## src/rtl/lsu_mem_stage.sv

```systemverilog
// Memory stage: address/strobe generation, data-memory handshake,
// load alignment and extension, one writeback beat per accepted op.
module lsu_mem_stage #(
  parameter int unsigned TIMEOUT_CYCLES = 255
) (
  input  logic        clk,
  input  logic        rst_n,
  input  logic        ex_valid,
  output logic        ex_ready,
  input  logic [31:0] ex_result,
  input  logic [31:0] ex_store_data,
  input  logic [2:0]  ex_funct3,
  input  logic        ex_is_load,
  input  logic        ex_is_store,
  input  logic [4:0]  ex_rd,
  output logic        mem_req,
  output logic [31:0] mem_addr,
  output logic [3:0]  mem_we,
  output logic [31:0] mem_wdata,
  input  logic        mem_gnt,
  input  logic        mem_rvalid,
  input  logic [31:0] mem_rdata,
  output logic        wb_valid,
  output logic [4:0]  wb_rd,
  output logic [31:0] wb_data,
  output logic        wb_err
);

  typedef enum logic [1:0] {
    IDLE, REQ, WAIT, RESP
  } state_e;

  localparam logic [15:0] TO_LAST =
    16'(TIMEOUT_CYCLES - 1);

  state_e      state_q, state_d;
  logic [2:0]  f3_q, f3_d;
  logic        ld_q, ld_d;
  logic [1:0]  off_q, off_d;
  logic [4:0]  rd_q, rd_d;
  logic [31:0] res_q, res_d;
  logic        err_q, err_d;
  logic [15:0] cnt_q, cnt_d;
  logic        req_q, req_d;
  logic [31:0] addr_q, addr_d;
  logic [3:0]  we_q, we_d;
  logic [31:0] wdat_q, wdat_d;
  logic        wbv_q, wbv_d;
  logic [4:0]  wbrd_q, wbrd_d;
  logic [31:0] wbd_q, wbd_d;
  logic        wbe_q, wbe_d;

  logic        bad;
  logic        to;
  logic [31:0] sh;
  logic [31:0] ldat;
  logic [3:0]  strb;
  logic [31:0] sdat;

  assign ex_ready  = (state_q == IDLE);
  assign mem_req   = req_q;
  assign mem_addr  = addr_q;
  assign mem_we    = we_q;
  assign mem_wdata = wdat_q;
  assign wb_valid  = wbv_q;
  assign wb_rd     = wbrd_q;
  assign wb_data   = wbd_q;
  assign wb_err    = wbe_q;

  // Decode accept-time error, strobes, store data and aligned load data
  always_comb begin
    bad  = 1'b0;
    strb = 4'b1111;
    sdat = ex_store_data;
    ldat = 32'h0;
    sh   = 32'h0;
    if (ex_is_load && ex_is_store) bad = 1'b1;
    if (ex_funct3 == 3'b011 || ex_funct3[2:1] == 2'b11)
      bad = 1'b1;
    if (ex_funct3[1:0] == 2'b01 && ex_result[0])
      bad = 1'b1;
    if (ex_funct3[1:0] == 2'b10 && ex_result[1:0] != 2'b00)
      bad = 1'b1;
    unique case (ex_funct3[1:0])
      2'b00: begin
        strb = 4'b0001 << ex_result[1:0];
        sdat = {4{ex_store_data[7:0]}};
      end
      2'b01: begin
        strb = 4'b0011 << ex_result[1:0];
        sdat = {2{ex_store_data[15:0]}};
      end
      default: ;
    endcase
    sh = mem_rdata >> {off_q, 3'b000};
    unique case (f3_q)
      3'b000:  ldat = {{24{sh[7]}}, sh[7:0]};
      3'b001:  ldat = {{16{sh[15]}}, sh[15:0]};
      3'b100:  ldat = {24'h0, sh[7:0]};
      3'b101:  ldat = {16'h0, sh[15:0]};
      default: ldat = mem_rdata;
    endcase
  end

  assign to = (cnt_q >= TO_LAST);

  // Next-state and registered-output logic
  always_comb begin
    state_d = state_q;
    f3_d    = f3_q;
    ld_d    = ld_q;
    off_d   = off_q;
    rd_d    = rd_q;
    res_d   = res_q;
    err_d   = err_q;
    cnt_d   = cnt_q;
    req_d   = req_q;
    addr_d  = addr_q;
    we_d    = we_q;
    wdat_d  = wdat_q;
    wbv_d   = 1'b0;
    wbrd_d  = wbrd_q;
    wbd_d   = wbd_q;
    wbe_d   = wbe_q;
    unique case (state_q)
      IDLE: begin
        if (ex_valid) begin
          f3_d  = ex_funct3;
          ld_d  = ex_is_load;
          off_d = ex_result[1:0];
          rd_d  = ex_rd;
          res_d = ex_result;
          err_d = 1'b0;
          if (!ex_is_load && !ex_is_store) begin
            state_d = RESP;
          end else if (bad) begin
            err_d   = 1'b1;
            rd_d    = 5'd0;
            state_d = RESP;
          end else begin
            state_d = REQ;
            req_d   = 1'b1;
            cnt_d   = 16'd0;
            addr_d  = {ex_result[31:2], 2'b00};
            we_d    = ex_is_store ? strb : 4'b0000;
            wdat_d  = ex_is_store ? sdat : 32'h0;
            if (ex_is_store) rd_d = 5'd0;
          end
        end
      end
      REQ: begin
        cnt_d = cnt_q + 16'd1;
        if (mem_gnt) begin
          req_d   = 1'b0;
          state_d = ld_q ? WAIT : RESP;
        end else if (to) begin
          req_d   = 1'b0;
          err_d   = 1'b1;
          rd_d    = 5'd0;
          state_d = RESP;
        end
      end
      WAIT: begin
        cnt_d = cnt_q + 16'd1;
        if (mem_rvalid) begin
          res_d   = ldat;
          state_d = RESP;
        end else if (to) begin
          err_d   = 1'b1;
          rd_d    = 5'd0;
          state_d = RESP;
        end
      end
      RESP: begin
        wbv_d   = 1'b1;
        wbrd_d  = rd_q;
        wbd_d   = res_q;
        wbe_d   = err_q;
        state_d = IDLE;
      end
    endcase
  end

  // State and output registers
  always_ff @(posedge clk or negedge rst_n) begin
    if (!rst_n) begin
      state_q <= IDLE;
      f3_q    <= 3'd0;
      ld_q    <= 1'b0;
      off_q   <= 2'd0;
      rd_q    <= 5'd0;
      res_q   <= 32'h0;
      err_q   <= 1'b0;
      cnt_q   <= 16'd0;
      req_q   <= 1'b0;
      addr_q  <= 32'h0;
      we_q    <= 4'h0;
      wdat_q  <= 32'h0;
      wbv_q   <= 1'b0;
      wbrd_q  <= 5'd0;
      wbd_q   <= 32'h0;
      wbe_q   <= 1'b0;
    end else begin
      state_q <= state_d;
      f3_q    <= f3_d;
      ld_q    <= ld_d;
      off_q   <= off_d;
      rd_q    <= rd_d;
      res_q   <= res_d;
      err_q   <= err_d;
      cnt_q   <= cnt_d;
      req_q   <= req_d;
      addr_q  <= addr_d;
      we_q    <= we_d;
      wdat_q  <= wdat_d;
      wbv_q   <= wbv_d;
      wbrd_q  <= wbrd_d;
      wbd_q   <= wbd_d;
      wbe_q   <= wbe_d;
    end
  end

endmodule
```

## config.mk

```make
export PLATFORM = sky130hd
export DESIGN_NAME = lsu_mem_stage
export DESIGN_NICKNAME = d
export VERILOG_FILES = /design/src/rtl/lsu_mem_stage.sv
export SDC_FILE = /design/constraint.sdc
export NUM_CORES = 1
export LEC_CHECK = 0
export CAP_MARGIN = 20
export CORE_ASPECT_RATIO = 0.75
export CORE_MARGIN = 1
export CORE_UTILIZATION = 47
export CTS_BUF_LIST = sky130_fd_sc_hd__clkbuf_8
export DETAILED_ROUTE_END_ITERATION = 7
export PLACE_DENSITY = 0.79
export SLEW_MARGIN = 25
export SYNTH_ARGS = -nofsm -noshare
export SYNTH_HDL_FRONTEND = slang
export SYNTH_SLANG_ARGS = --single-unit
```

## constraint.sdc

```tcl
create_clock -name clk -period 2.3 [get_ports clk]
set_input_delay 0.46 -clock clk [delete_from_list [all_inputs] [get_ports clk]]
set_output_delay 0.46 -clock clk [all_outputs]
set_load 0.02 [all_outputs]
```

==> metrics, run 1 <==
initial antenna violation count 2; commonest non-fill, non-tap cell in the layout clkdlybuf4s50_1; drt first-iter violations 627; Pwr Density 1340 nW/µm²; CTS Root Cell clkbuf_8; Antenna Nets Post-Route 0; FF-to-FF path depth 8; die height around 110 µm; Synth Flop Type dfrtp_1; crit path DAT 1.67 ns; Post-DP Area 10500 µm²; CTS Buffer Depth 2; Ys Warns 0; mapped cell area 7940 µm²; DIE AREA 17400 µm²; worst reg2reg setup slack 0.22 ns; RSZ-0062 raised after global routing no; final hold vios 0; total wire length 23.3 mm; Synth Instances 805; number of CTS-inserted buffers 17; slew margin rel. 0.570; Leak 4.79 nW; H-Tree Depth 4; peak supply drop 556 µV; R2R Path End rd_q[4]; IO Count 220; vias after detailed routing roughly 7000; Filler cells 1235; synth-to-layout area growth 37.1%; violated checks design-rule violations; kind of critical path reg -> out; Worst Max-Slew Pin Slew 0.641 ns; GPL Wtd Cong approximately 0.86; Worst setup SP type register; worst-path fanout max 8; Worst Setup SP state_q[0]; DRC 60; port bufs around 220; Max Cap Viol 0; final setup violating endpoints 0; row cnt 40; clock skew just under 0.009 ns; initial core utilization 0.488; design area 10900 µm²; Async S/R FF share, synth 1.00; clock latency on the worst-skew pair between 0.4 and 0.5 ns; Via density 5.59; Final nets 1145; wire per inst ~19 µm; synthesized flop and latch total 168; setup TNS 0 ns; r2r startpoint state_q[0]; Detailed Place HPWL 17.1 mm; WHS Path Cells 2; Post-synth EDFFs 0; syn_area_per_cell 9.86 µm²; count of cell types in the netlist 49; layout cells sized above 1 0.142; die span in x 152 µm; drt first pass iters 8; gr ovfl total 0; largest net degree at the start of global routing 45; Slew Limit Fails 0; clk sink count 168; Hold Crit Endpoint mem_wdata[9]; first-pass GRT wire length 36.8 mm; GRT Total Usage 0.275; CP required 1.84 ns; outcome finished, violations left; vias in the first global route between 6000 and 7000; clock slew at reported path FFs 0.08 ns; hold path start mem_wdata[9]; CTS tree built; most frequent cells in the layout clkdlybuf4s50_1 (215), nand2_1 (183), dfrtp_1 (168); core area 16300 µm²; Worst Hold Class reg -> reg; f_max 0.469 GHz; CP Capture Type output pin; fin crit share 0.928; post-synthesis sequential area ratio 0.530; min Tclk post-route 2.13 ns; Power, Total approximately 15 mW
## Yosys cell counts, drive strengths merged, types with 9 or more instances
cell	instances	area [µm²]
a221oi	23	201
o211ai	9	67.6
o221ai	9	78.8
nand3	32	160
dfrtp	168	4200
nor2	54	203
o21ai	50	250
mux2	62	698
mux2i	18	180
inv	9	33.8
a21oi	32	160
o22ai	9	56.3
buf	19	109
nand2	183	687
clkbuf	38	143
## what timing repair did
item / 4_1_cts / 5_1_grt
setup buffers: 0 / 0
endpoints found under the setup margin: 9 / 18
hold buffers: 1 / 0
pin swaps: 0 / 0
hold endpoints to repair: 40 / 0
gates resized for setup: 2 / 5
## worst max path at each step
stage                end  slack [ns]  cells after the start
2_1_floorplan  cnt_q[11]        0.26                      7
3_3_place_gp    res_q[9]       -0.16                      5
3_5_place_dp   res_q[13]       -0.27                      5
4_1_cts         ex_ready        0.09                      3
5_1_grt         ex_ready        0.08                      3
6_report        ex_ready        0.17                      3
## logic make-up after synthesis
kind of cell | synth area share
simple gates | 0.164
compound gates | 0.139
xor+xnor | 0.00883
buf+inv | 0.0364
mux | 0.111
fa+ha+maj | 0.0107
flops | 0.530
other cells | 0.000472
## registers in the layout, indices dropped and copies added, names as in the netlist, 2 cells and up
signal	flops
state_q	2
wb_data	32
mem_we	4
res_q	32
mem_addr	30
mem_wdata	32
cnt_q	16
off_q	2
wb_rd	5
f3_q	3
rd_q	5
## cell type report
cell class,count,area (µm²),share of cell area
flip-flops and latches,168,4200,0.386
multi-input cells,571,3490,0.321
repair buffers,260,2530,0.233
well taps,210,263,0.0241
clock buffers,18,248,0.0228
clock inverters,14,103,0.00943
inverters,10,37.5,0.00345
diodes,1,2.50,0.000230
## critical path: stages, from the launching register on
cell	delay, ns
dfrtp_1	0.43
inv_1	0.11
ha_2	0.29
dlygate4sd2_1	0.39
## report_power, final
part | switching (mW) | internal [mW] | total, mW
Clock | 1.12 | 0.780 | 1.90
Combinational | 4.01 | 3.44 | 7.46
Sequential | 0.888 | 4.32 | 5.21
## routing by layer
layer / global-route usage / part of all wire
met3: 0.0783 / 0.080
met4: 0.0878 / 0.020
met5: 0 / 0
met2: 0.398 / 0.44
met1: 0.399 / 0.46
## stage by stage
| stage | util | instances | setup slack, ns | hold slack, ns |
|---|---|---|---|---|
| 4_1_cts | 0.668 | 1251 | 0.0920 | 0.475 |
| 3_3_place_gp | 0.646 | 1218 | -0.160 | 0.421 |
| 2_1_floorplan | - | 806 | 0.260 | 0.164 |
| 6_report | 0.669 | 1252 | 0.166 | 0.472 |
| 5_1_grt | 0.669 | 1251 | 0.0800 | 0.498 |
| 3_5_place_dp | 0.646 | 1218 | -0.269 | 0.422 |
No activity file was read; power rests on OpenSTA's default activity.
==> run 2, diff against run 1 <==
--- a/config.mk
+++ b/config.mk
@@ -7,7 +7,7 @@
 export LEC_CHECK = 0
 export CAP_MARGIN = 20
 export CORE_ASPECT_RATIO = 0.75
-export CORE_MARGIN = 1
+export CORE_MARGIN = 3
 export CORE_UTILIZATION = 47
 export CTS_BUF_LIST = sky130_fd_sc_hd__clkbuf_8
 export DETAILED_ROUTE_END_ITERATION = 7
==> metrics, run 2 (same netlist as run 1, synthesis figures left out) <==
filler-free cell count of the finished design 1250; CP Capture Type output pin; CTS Root Cell clkbuf_8; clk sink count 168; Via density 5.58; die height between 100 and 150 µm; CTS tree built; Inst Count DP 1217; gr ovfl total 0; largest net degree at the start of global routing 58; f_max 0.463 GHz; outcome complete, no violations; kind of critical path reg -> out; GPL Wtd Cong 0.886; RSZ-0062 raised after global routing no; total wire length 24.2 mm; final setup violating endpoints 0; IO Count 220; Worst Max-Slew Pin Slew 0.653 ns; final hold slack 0.469 ns; Pwr Density 1350 nW/µm²; worst-path fanout max 10; Worst Hold Class in -> async; Slew Limit Fails 0; DIE AREA 18500 µm²; CP required roughly 1.8 ns; Final nets 1144; CTS Buffer Depth 2; port bufs 217; crit path DAT 1.70 ns; initial antenna violation count 1; drt first-iter violations 640; fin crit share 0.939; Post CTS Setup Buffer Count 0; vias in the first global route roughly 6600; row cnt 40; most frequent cells in the layout clkdlybuf4s50_1 (215), nand2_1 (183), dfrtp_1 (168); Filler cells 1297; Worst setup SP type register; min Tclk post-route 2.16 ns; initial core utilization 0.488; H-Tree Depth 4; wire per inst about 19 µm; Antenna Nets Post-Route 0; clock skew 0.0153 ns; Max Cap Viol 0; peak supply drop around 670 µV; Detailed Place HPWL 17.6 mm; clock latency on the worst-skew pair 0.48 ns; first-pass GRT wire length ~37 mm; slew margin rel. 0.565; clock slew at reported path FFs about 0.090 ns; Util after Layout 0.672; layout cells sized above 1 0.138; synth-to-layout area growth 37.6%; Leak approximately 4.8 nW; ANT cells 0; setup TNS 0 ns; commonest non-fill, non-tap cell in the layout clkdlybuf4s50_1; DRC 0; final hold vios 0; GRT Total Usage 0.261; vias after detailed routing 6970; number of CTS-inserted buffers 17; drt first pass iters 5; core area around 16000 µm²; die span in x 156 µm
## run 2: final cells by class
class                   count  area (µm²)  share of cell area
repair buffers            259        2560               0.235
inverters                  10        37.5             0.00344
clock inverters            15         141              0.0129
flip-flops and latches    168        4200               0.385
multi-input cells         571        3480               0.318
well taps                 210         263              0.0241
clock buffers              17         234              0.0214
## run 2: final timing paths
check,slack (ns),cells past startpoint,from,to
max,0.14,3,state_q[0],ex_ready
min,0.47,2,rst_n,mem_addr[10]
max reg2reg,0.18,6,state_q[0],cnt_q[8]
min reg2reg,0.47,2,mem_wdata[4],mem_wdata[4]
max in group asynchronous,1.16,3,rst_n,wb_data[5]
min in group clk,0.47,2,mem_wdata[4],mem_wdata[4]
## run 2: layer usage
metal | share of wire | global-route usage
met1 | 0.45 | 0.384
met4 | 0.021 | 0.0717
met3 | 0.079 | 0.0721
met2 | 0.44 | 0.380
met5 | 0.00054 | 0
## run 2: per-stage QoR
stage	power [mW]	setup WS [ns]	area (µm²)
5_1_grt	15.6	0.0130	10900
3_5_place_dp	12.7	-0.0723	10500
4_1_cts	14.8	0.119	10900
3_3_place_gp	12.5	-0.0351	10500
2_1_floorplan	9.35	0.260	7940
6_report	14.7	0.141	10900
## run 2: what timing repair did
item | 4_1_cts | 5_1_grt
hold buffers | 1 | 0
hold endpoints to repair | 42 | 0
gates resized for setup | 2 | 1
endpoints found under the setup margin | 1 | 5
## run 2: critical path, cell delays in order, from the launching register on
cell	delay, ns
dfrtp_1	0.42
inv_1	0.11
ha_2	0.33
dlygate4sd2_1	0.37
## run 2: power by group
part           leakage (nW)  total, mW  internal (mW)  switching (mW)
sequential             2.07       5.21           4.32           0.884
clock                 0.195       2.05          0.876            1.18
combinational          2.56       7.47           3.46            4.01
total                  4.82       14.7           8.66            6.07
==> run 3, diff against run 2 <==
--- a/config.mk
+++ b/config.mk
@@ -8,10 +8,10 @@
 export CAP_MARGIN = 20
 export CORE_ASPECT_RATIO = 0.75
 export CORE_MARGIN = 3
-export CORE_UTILIZATION = 47
+export CORE_UTILIZATION = 50
 export CTS_BUF_LIST = sky130_fd_sc_hd__clkbuf_8
 export DETAILED_ROUTE_END_ITERATION = 7
-export PLACE_DENSITY = 0.79
+export PLACE_DENSITY = 0.83
 export SLEW_MARGIN = 25
 export SYNTH_ARGS = -nofsm -noshare
 export SYNTH_HDL_FRONTEND = slang
==> metrics, run 3 (same netlist as run 1, synthesis figures left out) <==
drt first-iter violations 663; outcome complete, no violations; number of CTS-inserted buffers 17; r2r startpoint state_q[0]; f_max 0.473 GHz; slew margin rel. 0.605; synth-to-layout area growth 38.9%; H-Tree Depth 4; critical path's slowest cell dfrtp_1; final setup violating endpoints 0; GPL Wtd Cong 0.929; clk sink count 168; most frequent cells in the layout clkdlybuf4s50_1 (215), nand2_1 (183), dfrtp_1 (168); Worst Setup SP state_q[0]; gr ovfl total 0; peak supply drop 632 µV; drt first pass iters 5; CP Buf/Inv Count 2; Post CTS Setup Buffer Count 0; Worst path max stage delay 0.43 ns; CTS tree built; Slew Limit Fails 0; clock skew 0.0108 ns; fin crit share 0.919; RSZ-0062 raised after global routing no; CP cell instances inv_1, ha_2, dlygate4sd2_1; die height 115 µm; first-pass GRT wire length 37.8 mm; Worst Max-Slew Pin Slew 0.592 ns; Via density 5.80; largest net degree at the start of global routing 52; final hold slack 0.476 ns; ANT cells 0; final hold vios 0; min Tclk post-route between 2 and 2.5 ns; die span in x 152 µm; wire per inst 19.6 µm; Top delay family on crit path buffers and inverters; commonest non-fill, non-tap cell in the layout clkdlybuf4s50_1; Pwr Density roughly 1400 nW/µm²; CP required 1.84 ns; DRC 0; vias in the first global route around 6900; Antenna Nets Post-Route 0; total wire length 24.5 mm; Detailed Place HPWL ~18 mm; IO Count 220; layout cells sized above 1 0.145; GRT Total Usage 0.281; DIE AREA 17400 µm²; core area 15400 µm²; CTS Root Cell clkbuf_8; CP Capture Type output pin; CTS Buffer Depth 2; Worst setup SP type register; clock slew at reported path FFs about 0.090 ns; clock latency on the worst-skew pair between 0.4 and 0.5 ns; Max Cap Viol 0; initial core utilization 0.516; Worst Hold Class reg -> reg; vias after detailed routing 7245; setup TNS 0 ns; port bufs 217; Final nets 1148; hold path start mem_wdata[22]; worst-path fanout max 8; crit path DAT 1.65 ns; initial antenna violation count 1; row cnt 39; Leak 4.87 nW; kind of critical path reg -> out
## run 3: cell count changes in the layout (fill, tap and decap cells not counted), sizes merged
cell / change
inv: -6
buf: +4
bufinv: +1
clkinv: -1
clkbuf: +6
## run 3: final cells by class
type / instances / area, µm²
Fill cell: 1156 / 4340
Inverter: 10 / 37.5
Clock inverter: 9 / 113
Timing Repair Buffer: 263 / 2620
Sequential cell: 168 / 4200
Multi-Input combinational cell: 571 / 3480
Tap cell: 205 / 256
Clock buffer: 23 / 317
## run 3: metrics by stage
step           cells  cell area (µm²)  power (mW)  setup slack (ns)  utilization
3_3_place_gp    1216            10600        12.5            -0.105        0.688
2_1_floorplan    806             7940        9.35             0.260            -
5_1_grt         1249            11000        15.9            0.0505        0.718
4_1_cts         1249            11000        15.0            0.0622        0.717
3_5_place_dp    1216            10600        12.7            -0.149        0.688
6_report        1249            11000        15.0             0.186        0.718
## run 3: worst register-to-register path, stage by stage, from the launching register on
cell and delay, ns:
dfrtp_1 0.42, inv_1 0.09, ha_1 0.28, mux2_2 0.26
nand2_1 0.13, buf_4 0.24, a221oi_1 0.39, o21ai_0 0.13
## run 3: power by group
| group | internal (mW) | total [mW] | switching, mW | leakage [nW] |
|---|---|---|---|---|
| Clock | 1.15 | 2.21 | 1.07 | 0.218 |
| Combinational | 3.53 | 7.61 | 4.08 | 2.59 |
| Sequential | 4.32 | 5.19 | 0.862 | 2.07 |
## run 3: timing repair
action                                  4_1_cts  5_1_grt
hold buffers                                  1        0
cloned                                        0        0
endpoints found under the setup margin        1       26
resized for setup                             1        5
hold endpoints to repair                     48        0
## run 3: path summary, 6_finish.rpt
kind,slack (ns),cells past startpoint,end
worst max-delay path,0.19,3,ex_ready
worst min-delay path,0.48,2,mem_wdata[22]
worst max register to register,0.23,7,res_q[19]
worst min register to register,0.48,2,mem_wdata[22]
max in group asynchronous,1.14,3,cnt_q[15]
min in group asynchronous,0.53,2,mem_wdata[27]
## run 3: routing by layer
metal | global-route usage | part of all wire | vias to the layer above
met2 | 0.410 | 0.45 | 344
met3 | 0.0902 | 0.098 | 59
met5 | 0 | 0.00045 | -
li1 | - | - | 3290
met4 | 0.0856 | 0.027 | 2
met1 | 0.405 | 0.43 | 3550
